**src/rtl/facto_core.sv**
```systemverilog
// facto_core: memory-mapped 128-bit factorial engine (shift-add multiplier).
// Ports: clk, reset_n, s_sel/s_wr/s_addr/s_din/s_dout bus, interrupt.
module facto_core (
  input  logic        clk,
  input  logic        reset_n,
  input  logic        s_sel,
  input  logic        s_wr,
  input  logic [15:0] s_addr,
  input  logic [63:0] s_din,
  output logic [63:0] s_dout,
  output logic        interrupt
);

  typedef enum logic [1:0] {
    IDLE = 2'd0,
    MUL  = 2'd1,
    DONE = 2'd2
  } state_t;

  state_t         state_q, state_d;
  logic           opstart_q;
  logic           opclear_q;
  logic           intr_en_q;
  logic [63:0]    operand_q;
  logic [127:0]   result_q, result_d;
  logic [63:0]    count_q, count_d;
  logic [127:0]   acc_q, acc_d;
  logic [127:0]   mcand_q, mcand_d;
  logic [63:0]    mplier_q, mplier_d;
  logic [63:0]    cnt_dec;
  logic [1:0]     opdone;
  logic [4:0]     reg_idx;
  logic           wr_en;
  logic           we_start;
  logic           we_clear;
  logic           we_ien;
  logic           we_opnd;
  logic           unused_addr;

  assign reg_idx     = s_addr[7:3];
  assign unused_addr = ^{s_addr[15:8], s_addr[2:0]};
  assign wr_en       = s_sel & s_wr;

  always_comb begin
    we_start = 1'b0;
    we_clear = 1'b0;
    we_ien   = 1'b0;
    we_opnd  = 1'b0;
    if (wr_en) begin
      unique case (1'b1)
        (reg_idx == 5'd0): we_start = 1'b1;
        (reg_idx == 5'd1): we_clear = 1'b1;
        (reg_idx == 5'd3): we_ien   = 1'b1;
        (reg_idx == 5'd4): we_opnd  = 1'b1;
        default: ;
      endcase
    end
  end

  always_comb begin
    unique case (state_q)
      MUL:     opdone = 2'b10;
      DONE:    opdone = 2'b11;
      default: opdone = 2'b00;
    endcase
  end

  assign interrupt = intr_en_q & opdone[0];

  always_comb begin
    s_dout = 64'h0;
    if (s_sel && !s_wr) begin
      case (reg_idx)
        5'd0:    s_dout = {63'h0, opstart_q};
        5'd1:    s_dout = {63'h0, opclear_q};
        5'd2:    s_dout = {62'h0, opdone};
        5'd3:    s_dout = {63'h0, intr_en_q};
        5'd4:    s_dout = operand_q;
        5'd5:    s_dout = result_q[127:64];
        5'd6:    s_dout = result_q[63:0];
        default: s_dout = 64'h0;
      endcase
    end
  end

  assign cnt_dec = count_q - 64'd1;

  always_comb begin
    state_d  = state_q;
    result_d = result_q;
    count_d  = count_q;
    acc_d    = acc_q;
    mcand_d  = mcand_q;
    mplier_d = mplier_q;
    if (opclear_q) begin
      state_d  = IDLE;
      result_d = '0;
      count_d  = '0;
      acc_d    = '0;
      mcand_d  = '0;
      mplier_d = '0;
    end else begin
      unique case (state_q)
        IDLE: begin
          if (opstart_q) begin
            result_d = 128'd1;
            count_d  = operand_q;
            // first product is 1 * operand
            acc_d    = '0;
            mcand_d  = 128'd1;
            mplier_d = operand_q;
            state_d  = (operand_q <= 64'd1) ? DONE : MUL;
          end
        end
        MUL: begin
          if (mplier_q == 64'd0) begin
            result_d = acc_q;
            count_d  = cnt_dec;
            if (cnt_dec <= 64'd1) begin
              state_d = DONE;
            end else begin
              acc_d    = '0;
              mcand_d  = acc_q;
              mplier_d = cnt_dec;
            end
          end else begin
            if (mplier_q[0]) acc_d = acc_q + mcand_q;
            mcand_d  = mcand_q << 1;
            mplier_d = mplier_q >> 1;
          end
        end
        DONE: ;
        default: state_d = IDLE;
      endcase
    end
  end

  always_ff @(posedge clk or negedge reset_n) begin
    if (!reset_n) begin
      state_q  <= IDLE;
      result_q <= '0;
      count_q  <= '0;
      acc_q    <= '0;
      mcand_q  <= '0;
      mplier_q <= '0;
    end else begin
      state_q  <= state_d;
      result_q <= result_d;
      count_q  <= count_d;
      acc_q    <= acc_d;
      mcand_q  <= mcand_d;
      mplier_q <= mplier_d;
    end
  end

  always_ff @(posedge clk or negedge reset_n) begin
    if (!reset_n) begin
      opstart_q <= 1'b0;
      opclear_q <= 1'b0;
      intr_en_q <= 1'b0;
      operand_q <= '0;
    end else begin
      if (opclear_q)     opstart_q <= 1'b0;
      else if (we_start) opstart_q <= s_din[0];
      if (we_clear) opclear_q <= s_din[0];
      if (we_ien)   intr_en_q <= s_din[0];
      if (we_opnd && state_q != MUL) operand_q <= s_din;
    end
  end

endmodule

```
**config.mk**
```make
export PLATFORM = sky130hd
export DESIGN_NAME = facto_core
export DESIGN_NICKNAME = d
export VERILOG_FILES = /design/src/rtl/facto_core.sv
export SDC_FILE = /design/constraint.sdc
export NUM_CORES = 2
export LEC_CHECK = 0
export ABC_AREA = 1
export BUFFER_PORTS_ARGS = -buffer_cell sky130_fd_sc_hd__buf_2
export CAP_MARGIN = 20
export CORE_MARGIN = 4
export CORE_UTILIZATION = 45
export DETAILED_ROUTE_END_ITERATION = 8
export GPL_TIMING_DRIVEN = 0
export SYNTH_ARGS = -nofsm -noshare
export SYNTH_HDL_FRONTEND = slang
export SYNTH_SLANG_ARGS = --single-unit
```
**constraint.sdc**
```tcl
create_clock -name clk -period 3.37 [get_ports clk]
set_input_delay 0.337 -clock clk [delete_from_list [all_inputs] [get_ports clk]]
set_output_delay 0.337 -clock clk [all_outputs]
set_load 0.01 [all_outputs]
```
* Word-level counts from Yosys, hierarchy flattened
Index checks and enable logic that the tools add are counted.
Operators by class: mux-type cells 41, reductions and logical operators 12, order comparisons 2, bitwise operators 2, equality and inequality tests 15, $add $sub $neg 2
Operators by type and width (count):
- 128-bit two-way mux | 11
- 128-bit one-hot mux with 2 select lines | 3
- 64-bit two-way mux | 7
- 64-bit one-hot mux with 7 select lines | 1
- 64-bit one-hot mux with 2 select lines | 2
- 128-bit adder | 1
- 64-bit by 1-bit less-or-equal comparator with 1-bit output, second input constant | 2
- 64-bit logical NOT | 1
- 64-bit by 1-bit subtractor with 64-bit output, second input constant | 1
- 5-bit by 3-bit equality test with 1-bit output, second input constant | 3
- 5-bit by 2-bit equality test with 1-bit output, second input constant | 2
- 1-bit two-way mux | 10
- 2-bit two-way mux | 5
- 3-bit != test, second input constant | 3
- 4-bit != test, second input constant | 2
- 4-bit AND reduction | 2
- 2-bit one-hot mux with 3 select lines | 1
- 3-bit AND reduction | 2
- 5-bit by 1-bit equality test with 1-bit output, second input constant | 1
- 5-bit logical NOT | 1
- 2-bit one-hot mux with 2 select lines | 1
- 3-bit nonzero test | 1
- 1-bit AND | 2
- 2-bit by 1-bit equality test with 1-bit output, second input constant | 1
- 7 further kinds | 8
Word-level totals: output and inout port bits 65, bits in registers 581, logic and storage cells 84, input port bits 84

* Depth between registers and ports, before layout
word-level depth 6, gate-level depth with buffers 22, mapped depth without buffers 20

* Worst setup path after synthesis
OpenSTA, ideal clock, no wires.
path type register -> register, start point reg count_q[0], end point reg mcand_q[100], slack 804 ps, data arrival time 2443 ps, setup time 123 ps, buffers on the path 2, cell stages (with the launch flop) 18, required time 3247 ps, clock period less this slack 2566 ps, path through dfrtp_1 > inv_2 > ha_1 > nand2_2 > nor2_8 > nand2_4 > nor2_4 > nor2_1 > nor2_1 > nand3_1 > nor2_1 > nand3_1 > nor2_1 > nand3_2 > nand2_2 > buf_2 > buf_2 > o21ai_2
On the way: cells in the longest elaborated chain, start to end 4
Ends and longest elaborated chain:
- start, declared | RTL line 26 | logic [63:0] count_q, count_d;
- start signal, assigned | RTL line 149 | count_q <= count_d;
- 64-bit by 1-bit subtractor with 64-bit output | RTL line 86 | assign cnt_dec = count_q - 64'd1;
- 64-bit by 1-bit less-or-equal comparator with 1-bit output | RTL line 119 | if (cnt_dec <= 64'd1) begin
- 4-bit != test (no source line)
- 3-bit AND reduction (no source line)
- end signal, assigned | RTL line 151 | mcand_q <= mcand_d;
- end, declared | RTL line 28 | logic [127:0] mcand_q, mcand_d;
Every way passes these cells. A chain may end at the register's enable or synchronous reset.

* Worst setup path after layout
start point reg acc_q[25], end point reg acc_q[112]
On the way: cells in the longest elaborated chain, start to end 5
Ends and longest elaborated chain:
- start, declared | RTL line 27 | logic [127:0] acc_q, acc_d;
- start signal, assigned | RTL line 143 | acc_q <= '0;
- start signal, assigned | RTL line 150 | acc_q <= acc_d;
- 128-bit adder | RTL line 127 | if (mplier_q[0]) acc_d = acc_q + mcand_q;
- 128-bit two-way mux | RTL line 127
- 128-bit two-way mux | RTL line 116 | if (mplier_q == 64'd0) begin
- 128-bit one-hot mux with 2 select lines | RTL line 103 | unique case (state_q)
- 128-bit two-way mux | RTL line 95 | if (opclear_q) begin
Every way passes these cells. The select of a mux whose other input is x is not followed.

==> results.tsv <==
metric	value	unit
outcome	complete, but fails checks	
violations	negative setup slack	
cpMaxStageDelayCell	o21ai_0	
hold_path.class	in2reg	
internal-power	16100	uW
timing.fmax	296	MHz
port_buffers	137	
cpPeakStageDelay	0.67	ns
setup_viol	2	
dpl.hpwl	148000	um
post_drt_wl_per_cell	24.8	um
antenna_found_initial	7	
ys_seq_area_share	36.9	%
grt_pass1_wl	263000	um
insertion_delay	0.66	ns
netlist_top_cells_area	dfrtp_1 37%, nand2_1 16%, o21ai_0 7.4%	
fin_ws	-0.00364	ns
core_area	86800	sq um
grt_usage	38.1	%
worst_pin_slew	1.11	ns
synth_warnings	0	
fin_crit	3.37	ns
drt_pass1_iterations	6	
synth_top_area_share	36.9	%
via_per_inst	5.73	
synth_cell_types	49	
grt_pass1_vias	40600	
io_pins	149	
p_per_area	638	nW/um^2
cts.htree.levels	3	
fin_nets	6354	
crit_chain	ha_1 > a21oi_1 > o21a_1 > o21ai_0 > a21oi_1 > o21ai_2 > a21o_1 > nand2_1 > nand2_1 > nand2_1 > nand3_1 > nand2_1	
p_sw	13200	uW
cts_tree	done	
synth_most_common_cell	nand2_1	
clk_pin_slew_worst_paths	0.06	ns
synthArstFlopShare	100	%
ys.flop_type	dfrtp_1	
dieWidth	304	um
ys_ff_latch	581	
vias	42100	
holdWs	0.0483	ns
die_area	92300	sq um
cp_max_fo	5	
syn_to_final_growth	16.7	%
std_cell_rows	108	
cts.sinks	581	
required	3.92	ns
switching_share	45.2	%
crit_top_cell	nand2_1	
endpoint_kind	flip-flop	
peakVddDrop	0.000436	V
cp-start-kind	flip-flop	
initial_core_util	45.4	%
power_frac_seq	31.0	%
syn_nets	6036	
drc	0	
fp.dieH	304	um
cts_buffers	72	
drt-initial-drc-count	4383	
slew_violations	0	
maxCapViolCount	0	
layout-drive-gt1-share	11.2	%
arrival	3.92	ns
netlist_area	39400	sq um
pwr-share-clk	27.4	%
ant_nets	0	
yosysTopAreaCell	dfrtp_1	
fin_skew	0.0284	ns
slew_headroom	26.0	%
criticalPathCategory	reg2reg	
syn_avg_cell_area	6.77	sq um
finalCritPeriodShare	100	%
cts_root_buf	clkbuf_16	
synth-edff-count	0	
postSynthCellCount	5818	
yosys-top-cells-count	1,667 x nand2_1, 638 x inv_1, 620 x nor2_1, 583 x o21ai_0, 581 x dfrtp_1	
hold_violations	0	
place_ws	-1.98	ns
clockBufferDepth	3	
p_leak	0.0215	uW
combPwrFrac	41.6	%
postRouteWirelength	182000	um
overflow	0	
grt_max_degree	115	
globalplace.congestion	1.06	
power by group through the flow:
stage / registers, uW / clock network [uW] / logic, uW
3_3_place_gp: 9070 / 0 / 10700
3_5_place_dp: 9070 / 0 / 10900
4_1_cts: 8980 / 8090 / 11700
2_1_floorplan: 8750 / 0 / 6590
5_1_grt: 9170 / 8370 / 13000
6_report: 9080 / 8030 / 12200
metal layers:
layer	wire [um]	global-route usage (%)	share of wire [%]	vias up
met1	71500	46.8	39	20000
met3	11900	5.46	6.5	488
met4	14500	24.2	8.0	0
li1	-	-	-	19800
met2	84000	63.2	46	1747
met5	0	0	0	-
final timing paths:
check	slack [ns]	depth (start not counted)	from	to
min in group asynchronous	0.22	2	reset_n	count_q[8]$_DFFE_PN0P_
min reg2reg	0.49	2	result_q[58]$_DFFE_PN0P_	result_q[58]$_DFFE_PN0P_
max reg2reg	-0.004	12	acc_q[25]$_DFFE_PN0P_	acc_q[112]$_DFFE_PN0P_
max in group asynchronous	1.11	5	reset_n	mcand_q[53]$_DFFE_PN0P_
min	0.05	3	s_din[0]	opclear_q$_DFFE_PN0P_
max	-0.004	12	acc_q[25]$_DFFE_PN0P_	acc_q[112]$_DFFE_PN0P_
per-stage QoR:
step	cells	util, %	cell area [sq um]	TNS, ns	power, uW
final	7349	53.0	45900	-0.00647	29300
after global routing	7346	52.9	45900	-0.0316	30600
after CTS	7331	52.4	45500	0	28700
after detailed placement	7123	48.1	41700	-535.10	19900
after global placement	7110	47.8	41500	-6810.48	19800
after floorplan	5818	-	39400	0	15300
logic make-up (layout without fill, tap and decap cells):
family	count (synthesis)	in the layout	synth area share [%]
AO/OA/AOI/OAI	1344	1344	19.4
XOR/XNOR	22	22	0.489
adder cells (fa/ha/maj)	134	134	4.28
buffers and inverters	873	1246	8.74
flip-flops	581	581	36.9
other	0	3	0
AND/OR/NAND/NOR	2864	2864	30.2
repair_timing:
item | in CTS | in global routing
buffers inserted | 14 | 15
hold endpoints to repair | 144 | 0
cloned | 1 | 0
gates resized for setup | 163 | 142
pin swaps | 16 | 21
hold buffers | 64 | 0
setup endpoints to repair | 514 | 441
cell type report:
class	count	area [sq um]
Antenna cell	3	7.51
Buffer	221	1210
Clock buffer	98	2040
Clock inverter	31	352
Fill cell	8954	40800
Inverter	652	2460
Multi-Input combinational cell	4364	22000
Sequential cell	581	14600
Tap cell	1155	1450
Timing Repair Buffer	244	1850
cell usage in the layout (no fill, tap or decap), types with 66 or more instances in the layout:
| master | instances |
|---|---|
| ha_1 | 131 |
| inv_1 | 638 |
| a22oi_1 | 119 |
| o21ai_0 | 571 |
| or2_2 | 66 |
| a21oi_1 | 377 |
| nor2_1 | 568 |
| nand2_1 | 1636 |
| nand3_1 | 298 |
| clkbuf_16 | 74 |
| dfrtp_1 | 571 |
| clkbuf_1 | 126 |
| buf_2 | 165 |
sequential cells by signal (all words and copies together), names as in the netlist:
register   flops
operand_q     64
result_q     128
opclear_q      1
mcand_q      128
acc_q        128
state_q        2
count_q       64
intr_en_q      1
opstart_q      1
mplier_q      64
worst max-delay path: cells and delay by family (launching register included):
kind	cells	cell delay, ns
compound gates	6	1.76
fa+ha+maj	1	0.45
flops	1	0.51
simple gates	5	0.54
Power figures use the tool's default switching activity.
